### config.mk
export PLATFORM = sky130hd
export DESIGN_NAME = conv_1x1_ctrl
export DESIGN_NICKNAME = d
export VERILOG_FILES = /design/src/rtl/conv_pkg.sv /design/src/rtl/conv_1x1_ctrl_perf.sv /design/src/rtl/conv_1x1_ctrl.sv
export SDC_FILE = /design/constraint.sdc
export NUM_CORES = 1
export LEC_CHECK = 0
export CAP_MARGIN = 25
export CORE_MARGIN = 2
export CORE_UTILIZATION = 58
export CTS_CLUSTER_SIZE = 8
export DETAILED_ROUTE_END_ITERATION = 8
export PLACE_DENSITY_LB_ADDON = 0.08
export SYNTH_ARGS = -nofsm -noshare
export SYNTH_HDL_FRONTEND = slang
export SYNTH_SLANG_ARGS = --single-unit
### constraint.sdc
create_clock -name i_clk -period 7.6 [get_ports i_clk]
set_input_delay 1.52 -clock i_clk [delete_from_list [all_inputs] [get_ports i_clk]]
set_output_delay 1.52 -clock i_clk [all_outputs]
set_load 0.01 [all_outputs]
### src/rtl/conv_pkg.sv
// conv_pkg: shared constants and controller state encoding for the 1x1 convolution engine
package conv_pkg;
    localparam int LANES  = 8;
    localparam int ACC_W  = 32;
    localparam int PIXD_W = 64;
    typedef enum logic [2:0] {IDLE, ISSUE, WAIT, OUT, DONE} state_t;
endpackage

### src/rtl/conv_1x1_ctrl_perf.sv
// conv_1x1_ctrl_perf: saturating busy and output-stall cycle counters
module conv_1x1_ctrl_perf (
    input  logic        i_clk,
    input  logic        i_rst,
    input  logic        i_clr,
    input  logic        i_busy,
    input  logic        i_stall,
    output logic [31:0] o_busy_cycles,
    output logic [31:0] o_stall_cycles
);
    logic [31:0] r_busy, r_stall;
    // count qualifying cycles, clearing on reset or a new layer and holding at all-ones
    always_ff @(posedge i_clk) begin
        if (i_rst || i_clr) begin
            r_busy  <= '0;
            r_stall <= '0;
        end else begin
            r_busy  <= (i_busy && !(&r_busy)) ? r_busy + 32'd1 : r_busy;
            r_stall <= (i_stall && !(&r_stall)) ? r_stall + 32'd1 : r_stall;
        end
    end
    assign o_busy_cycles  = r_busy;
    assign o_stall_cycles = r_stall;
endmodule

### src/rtl/conv_1x1_ctrl.sv
// conv_1x1_ctrl: layer scheduler for one conv_1x1 datapath; CONV1X1_CTRL_PERF_EN adds perf counters
module conv_1x1_ctrl
    import conv_pkg::*;
#(
    parameter int CG_W  = 6,
    parameter int PIX_W = 16,
    parameter int PA_W  = 22,
    parameter int WA_W  = 12
) (
    input  logic             i_clk,
    input  logic             i_rst,
    input  logic             i_start,
    input  logic [CG_W-1:0]  i_cfg_cin_m1,
    input  logic [CG_W-1:0]  i_cfg_cout_m1,
    input  logic [PIX_W-1:0] i_cfg_pix_m1,
    output logic             o_busy,
    output logic             o_done,
    output logic             o_pix_rd_en,
    output logic [PA_W-1:0]  o_pix_addr,
    output logic             o_wgt_rd_en,
    output logic [WA_W-1:0]  o_wgt_addr,
    output logic [CG_W-1:0]  o_bias_addr,
    output logic             o_conv_valid_in,
    output logic             o_conv_last_channel,
    input  logic             i_conv_data_valid,
    output logic             o_out_valid,
    input  logic             i_out_ready,
    output logic [PIX_W-1:0] o_out_pix,
    output logic [CG_W-1:0]  o_out_cog,
    output logic             o_err_unexpected
`ifdef CONV1X1_CTRL_PERF_EN
    ,
    output logic [31:0]      o_perf_busy_cycles,
    output logic [31:0]      o_perf_stall_cycles
`endif
);
    localparam int PW = (PIX_W + CG_W + 1 > PA_W) ? PIX_W + CG_W + 1 : PA_W;
    localparam int WW = (2 * CG_W + 1 > WA_W) ? 2 * CG_W + 1 : WA_W;

    state_t            r_state, w_next;
    logic [CG_W-1:0]   r_cin_m1, r_cout_m1, r_c, r_o;
    logic [PIX_W-1:0]  r_pix_m1, r_p;
    logic              r_valid_in, r_last, r_err;
    logic              w_accept, w_last_c, w_last_o, w_last_p, w_hs;
    logic [PW-1:0]     w_pix_full;
    logic [WW-1:0]     w_wgt_full;

    assign w_accept = (r_state == IDLE) && i_start;
    assign w_last_c = (r_c == r_cin_m1);
    assign w_last_o = (r_o == r_cout_m1);
    assign w_last_p = (r_p == r_pix_m1);
    assign w_hs     = (r_state == OUT) && i_out_ready;

    // state register
    always_ff @(posedge i_clk) begin
        if (i_rst) r_state <= IDLE;
        else       r_state <= w_next;
    end

    // next-state: one input group per ISSUE cycle, one result handshake per tile
    always_comb begin
        w_next = r_state;
        case (r_state)
            IDLE:    w_next = i_start ? ISSUE : IDLE;
            ISSUE:   w_next = w_last_c ? WAIT : ISSUE;
            WAIT:    w_next = i_conv_data_valid ? OUT : WAIT;
            OUT:     w_next = !i_out_ready ? OUT : (w_last_o && w_last_p) ? DONE : ISSUE;
            DONE:    w_next = IDLE;
            default: w_next = IDLE;
        endcase
    end

    // loop counters, latched config, datapath strobes and the sticky error
    always_ff @(posedge i_clk) begin
        if (i_rst) begin
            r_cin_m1   <= '0;
            r_cout_m1  <= '0;
            r_pix_m1   <= '0;
            r_c        <= '0;
            r_o        <= '0;
            r_p        <= '0;
            r_valid_in <= 1'b0;
            r_last     <= 1'b0;
            r_err      <= 1'b0;
        end else begin
            if (w_accept) begin
                r_cin_m1  <= i_cfg_cin_m1;
                r_cout_m1 <= i_cfg_cout_m1;
                r_pix_m1  <= i_cfg_pix_m1;
                r_c       <= '0;
                r_o       <= '0;
                r_p       <= '0;
            end
            if (r_state == ISSUE) r_c <= w_last_c ? '0 : r_c + CG_W'(1);
            if (w_hs) begin
                r_o <= w_last_o ? '0 : r_o + CG_W'(1);
                if (w_last_o) r_p <= w_last_p ? '0 : r_p + PIX_W'(1);
            end
            r_valid_in <= (r_state == ISSUE);
            r_last     <= (r_state == ISSUE) && w_last_c;
            r_err      <= r_err | (i_conv_data_valid && (r_state != WAIT));
        end
    end

    // addresses are formed at full product width and truncated to the buffer width
    assign w_pix_full = PW'(r_p) * (PW'(r_cin_m1) + PW'(1)) + PW'(r_c);
    assign w_wgt_full = WW'(r_o) * (WW'(r_cin_m1) + WW'(1)) + WW'(r_c);

    assign o_busy              = (r_state != IDLE);
    assign o_done              = (r_state == DONE);
    assign o_pix_rd_en         = (r_state == ISSUE);
    assign o_wgt_rd_en         = (r_state == ISSUE);
    assign o_pix_addr          = w_pix_full[PA_W-1:0];
    assign o_wgt_addr          = w_wgt_full[WA_W-1:0];
    assign o_bias_addr         = r_o;
    assign o_conv_valid_in     = r_valid_in;
    assign o_conv_last_channel = r_last;
    assign o_out_valid         = (r_state == OUT);
    assign o_out_pix           = r_p;
    assign o_out_cog           = r_o;
    assign o_err_unexpected    = r_err;

`ifdef CONV1X1_CTRL_PERF_EN
    conv_1x1_ctrl_perf u_perf (
        .i_clk          (i_clk),
        .i_rst          (i_rst),
        .i_clr          (w_accept),
        .i_busy         (o_busy),
        .i_stall        ((r_state == OUT) && !i_out_ready),
        .o_busy_cycles  (o_perf_busy_cycles),
        .o_stall_cycles (o_perf_stall_cycles)
    );
`endif
endmodule
# After elaboration in Yosys (flattened, before gate mapping)

Index checks and enable logic that the tools add are counted.

Register bits: 62
Input bits: 33
Logic and storage cells: 52

Add/subtract/negate cells: 7
Multiply operators: 2
Equality and inequality tests: 8
Multiplexer cells: 15
Bitwise operators: 1
Reductions and logical operators: 9

Operators with widths:

| kind                                                   | number |
|---|---|
| 2-to-1 mux 16 bit                                      | 4 |
| 2-to-1 mux 6 bit                                       | 5 |
| adder 22 x 6 -> 22 bit                                 | 1 |
| multiplier 16 x 7 -> 22 bit                            | 1 |
| adder 16 x 1 -> 16 bit (second input constant)         | 1 |
| equality test 16 bit                                   | 1 |
| adder 6 x 1 -> 7 bit (second input constant)           | 2 |
| adder 12 x 6 -> 12 bit                                 | 1 |
| adder 6 x 1 -> 6 bit (second input constant)           | 2 |
| equality test 6 bit                                    | 2 |
| multiplier 6 x 7 -> 12 bit                             | 1 |
| one-hot mux 3 bit (4 select lines)                     | 1 |
| equality test 3 x 2 -> 1 bit (second input constant)   | 2 |
| 2-to-1 mux 3 bit                                       | 2 |
| logical AND 1 bit                                      | 5 |
| nonzero test 2 bit                                     | 2 |
| equality test 3 x 1 -> 1 bit (second input constant)   | 1 |
| equality test 3 bit (second input constant)            | 1 |
| logical NOT 3 bit                                      | 1 |
| inequality test 3 x 2 -> 1 bit (second input constant) | 1 |
| nonzero test 3 bit                                     | 1 |
| 2-to-1 mux 1 bit                                       | 2 |
| 2-to-1 mux 2 bit                                       | 1 |
| OR 1 bit                                               | 1 |

# Depth between registers and ports, before layout

Word-level depth: 5
Depth in mapped cells: 21
Gate-level depth less buffers: 19

# Worst setup path before layout

Ideal clock, no wire load.

Kind: reg-to-output
From: register r_cin_m1[4]
To: output o_pix_addr[20]
Arrival time: 5.172 ns
Required time: 6.080 ns
Path slack: 0.908 ns
Cell stages (with the launch flop): 21
Path through: dfxtp_1 -> clkbuf_1 -> nand3_1 -> nor2_1 -> xor2_1 -> clkbuf_1 -> nand2_1 -> fa_1 -> fa_1 -> inv_1 -> fa_1 -> inv_1 -> fa_1 -> inv_1 -> ha_1 -> a21oi_1 -> nand2b_1 -> and3_1 -> o211ai_1 -> a31o_2 -> a21oi_1

Longest elaborated chain between the ends: 3

Ends and longest elaborated chain:

| what                        | line                 | source |
|---|---|---|
| start, declared             | conv_1x1_ctrl.sv:41  | `logic [CG_W-1:0] r_cin_m1, r_cout_m1, r_c, r_o;` |
| start signal, assigned      | conv_1x1_ctrl.sv:87  | `r_cin_m1 <= i_cfg_cin_m1;` |
| adder 6 x 1 -> 7 bit        | conv_1x1_ctrl.sv:106 | `assign w_pix_full = PW'(r_p) * (PW'(r_cin_m1) + PW'(1)) + PW'(r_c);` |
| multiplier 16 x 7 -> 22 bit | conv_1x1_ctrl.sv:106 |  |
| adder 22 x 6 -> 22 bit      | conv_1x1_ctrl.sv:106 |  |
| end, declared               | conv_1x1_ctrl.sv:19  | `output logic [PA_W-1:0] o_pix_addr,` |

No other way between the ends.

# Worst setup path in the final report

From: register r_cin_m1[1]
To: output o_pix_addr[20]

Same word-level chain as after synthesis.

==> qor.yml <==
timing:
  final_setup_violating_endpoints: 0
  worst_slew_margin_rel_pct: 31.1
  hold_violations: 0
  max_freq_mhz: 137
  slew_violations: 0
  finalCriticalPeriod_ns: 7.32
  worst_clock_skew_ns: 0.00622
  worstMarginPinSlew_ns: 1.03
  whs_ns: 0.466
  fin_crit_sh_pct: 96.3
  worst_slack_ns: 0.285
global_route:
  grt_util_all_layers_pct: 24.4
  first_global_vias: 6682
  largest_net_degree_at_the_start_of_global_routing: 57
  globalRouteOverflowTotal: 0
  antenna_found_initial: 0
  first_pass_grt_wire_length_mm: 31.8
setup_path:
  path_max_fanout: 6
  cp_cell_sequence: "ha_2 > nand3_4 > xnor2_2 > buf_6 > and2_1 > fa_1 > fa_1 > fa_1 > inv_1 > fa_1 > inv_1 > ha_1 > a22o_1 > nor4_1 > and3_1 > o211ai_1 > a31o_2 > a21oi_1 > clkdlybuf4s50_1"
  max_stage_delay_on_crit_path_ns: 0.54
  crit_type: "reg -> out"
  worst_path_top_cell_family_by_delay: "adder cells"
  worst_path_most_repeated_cell: "fa_1"
  critPathRequiredTime_ns: 6.08
  reg2reg_setup_slack_ns: 5.29
  critPathCaptureType: "output port"
  regToRegEndpoint: "o_out_pix[13]"
  crit_buf_inv: 4
  start_kind: "register"
  worstReg2RegStart: "o_bias_addr[1]"
  cell_at_the_slowest_stage_of_the_critical_path: "fa_1"
  cp.depth: 19
  r2r.worst_path.cells: 6
  timing.critical_path.arrival_ns: 5.80
yosys:
  synth_top_area_cell: "fa_1"
  synth_seq_area_share_pct: 14.7
  synthesis.nets: 1254
  synth.lib_cells_used.distinct: 60
  mappedNetlistArea_um2: 8470
  synthesis.area_per_instance_um2: 8.15
  synth_cells: 1039
  asyncSetResetFlopFracSynth_pct: 0
  synth.top_cell.area_share_pct: 22.9
  synthTopCellsByArea: "fa_1 (23%), dfxtp_1 (15%), ha_1 (13%), inv_1 (7.0%), nand2_1 (6.5%)"
  yosys_warnings: 0
  yosys_register_bits: 62
  synth_ff_type: "dfxtp_1"
  number_of_flops_mapped_to_enable_cells_by_yosys: 0
worst_hold_path:
  min_delay_worst_endpoint: "r_pix_m1[13]"
  timing.hold.worst.class: "reg -> reg"
  timing.hold.worst_path_depth: 2
  worst_hold_startpoint: "r_pix_m1[13]"
cts:
  clock_sink_count: 62
  cts_max_level: 3
  cts.reportedPaths.clkPinSlew_ns: 0.05
  clockRootBuffer: "clkbuf_16"
  holdBufCountCts: 0
  tritoncts: "done"
  clk-insertion-delay-late_ns: 0.33
  buffer_levels_on_the_longest_clock_path: 2
  cts_inserted_buffers: 9
final_layout:
  mostFrequentLayoutCells: "inv_1 (157), nand2_1 (147), clkdlybuf4s50_1 (101)"
  mostFrequentLayoutCell: "inv_1"
  syn_to_final_growth_pct: 18.3
  post_route_cells_drive_above_1_share_pct: 6.24
  antenna-diode-count: 0
  finalNetCount: 1332
drt:
  route.met2.wl_mm: 8.69
  post_drt_via_cell_ratio: 5.34
  route.detailed.wl_per_inst_um: 14.6
  drc: 0
  wl_mm: 19.1
  drt_iter0_drc: 295
  route.top_layer_used: "met4"
  dr_total_vias: 6974
  drt-pass1-iter-count: 5
  met1Wirelength_mm: 9.07
  drtAntennaViolNets: 0
  wl_met3_mm: 1.06
floorplan:
  io_pins: 103
  rows: 44
  starting_density_pct: 58.9
  dieHeight_um: 125
  die_width_um: 125
  design.die.area_um2: 15600
  core_area_um2: 14400
power:
  fin_total_pwr_mw: 1.01
  power.density_nw_per_um2: 101
  leakagePower_nw: 4.74
  vdd_drop_max_v: 0.000174
run_status:
  outcome: "completed"
flow_run:
  max-cap-violations: 0
placed_design:
  dpl.hpwl_mm: 14.8
  gp_congestion: 0.825
  dpl_worst_slack_ns: 0.371
  port_buffer_count: 102
-- worst max path at each step --
| stage | start | to | slack (ns) |
|---|---|---|---|
| 2_1_floorplan | r_cin_m1[4] | o_pix_addr[20] | 0.91 |
| 3_5_place_dp | r_cin_m1[1] | o_pix_addr[20] | 0.37 |
| 3_3_place_gp | r_cin_m1[1] | o_pix_addr[20] | 0.48 |
| 6_report | r_cin_m1[1] | o_pix_addr[20] | 0.28 |
| 4_1_cts | r_cin_m1[1] | o_pix_addr[20] | 0.007 |
| 5_1_grt | r_cin_m1[1] | o_pix_addr[20] | -0.01 |
-- cell usage after synthesis (6+ instances only) --
master / n
a21o_1: 12
nor2b_1: 21
and3_1: 6
a211oi_1: 6
nor3_1: 14
nand2_1: 147
xor2_1: 15
clkbuf_1: 40
xnor2_1: 57
nand2b_1: 6
nand3_1: 11
buf_4: 7
ha_1: 85
buf_2: 10
nor2_1: 48
and2_1: 68
fa_1: 97
inv_1: 157
o21ai_0: 22
nand4_1: 11
dfxtp_1: 62
a21oi_1: 62
-- state kept, by name, indices dropped and copies added, names as in the netlist --
name	flops
o_err_unexpected	1
o_out_pix	16
r_c	6
o_conv_last_channel	1
r_state	3
r_cout_m1	6
r_pix_m1	16
o_conv_valid_in	1
r_cin_m1	6
o_bias_addr	6
-- area by class of cell --
class / count / area, um^2
fillers: 1162 / 4350
clock buffers: 13 / 250
clock inverters: 3 / 43.8
repair buffers: 128 / 1250
flip-flops and latches: 62 / 1250
inverters: 157 / 589
well taps: 184 / 230
multi-input cells: 759 / 6410
-- worst reg2reg max path, cell delays in order (launching register included) --
cell and delay (ns):
dfxtp_1 0.68, xnor2_2 0.19, and4_4 0.26, nand3_4 0.14, nor2_1 0.49, o21ai_0 0.18, a311oi_1 0.28
-- logic make-up (layout without fill, tap and decap cells) --
logic type	Yosys count	count (layout)	synth area share (%)
buffers and inverters	218	301	10.3
XOR/XNOR	73	73	7.64
adder cells (fa/ha/maj)	182	182	35.5
AO/OA/AOI/OAI	145	145	10.5
flip-flops	62	62	14.7
multiplexers	1	1	0.118
AND/OR/NAND/NOR	358	358	21.3
-- layer usage --
layer,track usage [%],vias to the layer above
met5,0,-
met4,5.49,0
met3,3.78,22
met2,38.0,215
met1,36.2,3282
li1,-,3455
-- metrics by stage --
stage	utilization, %	setup TNS [ns]	std cells	cell area (um^2)
6_report	69.7	0	1306	10000
5_1_grt	69.7	-0.0136	1306	10000
4_1_cts	68.5	0	1296	9840
3_5_place_dp	66.5	0	1280	9550
3_3_place_gp	66.5	0	1280	9550
2_1_floorplan	-	0	1039	8470
-- power by group --
part	internal, mW	total (mW)	switching [mW]
Sequential	0.348	0.373	0.0255
Clock	0.263	0.405	0.142
Combinational	0.103	0.235	0.132
-- what timing repair did --
item	CTS	global route
resized for setup	0	19
setup buffers	0	8
endpoints found under the setup margin	0	11
(Power assumes the default switching activity.)
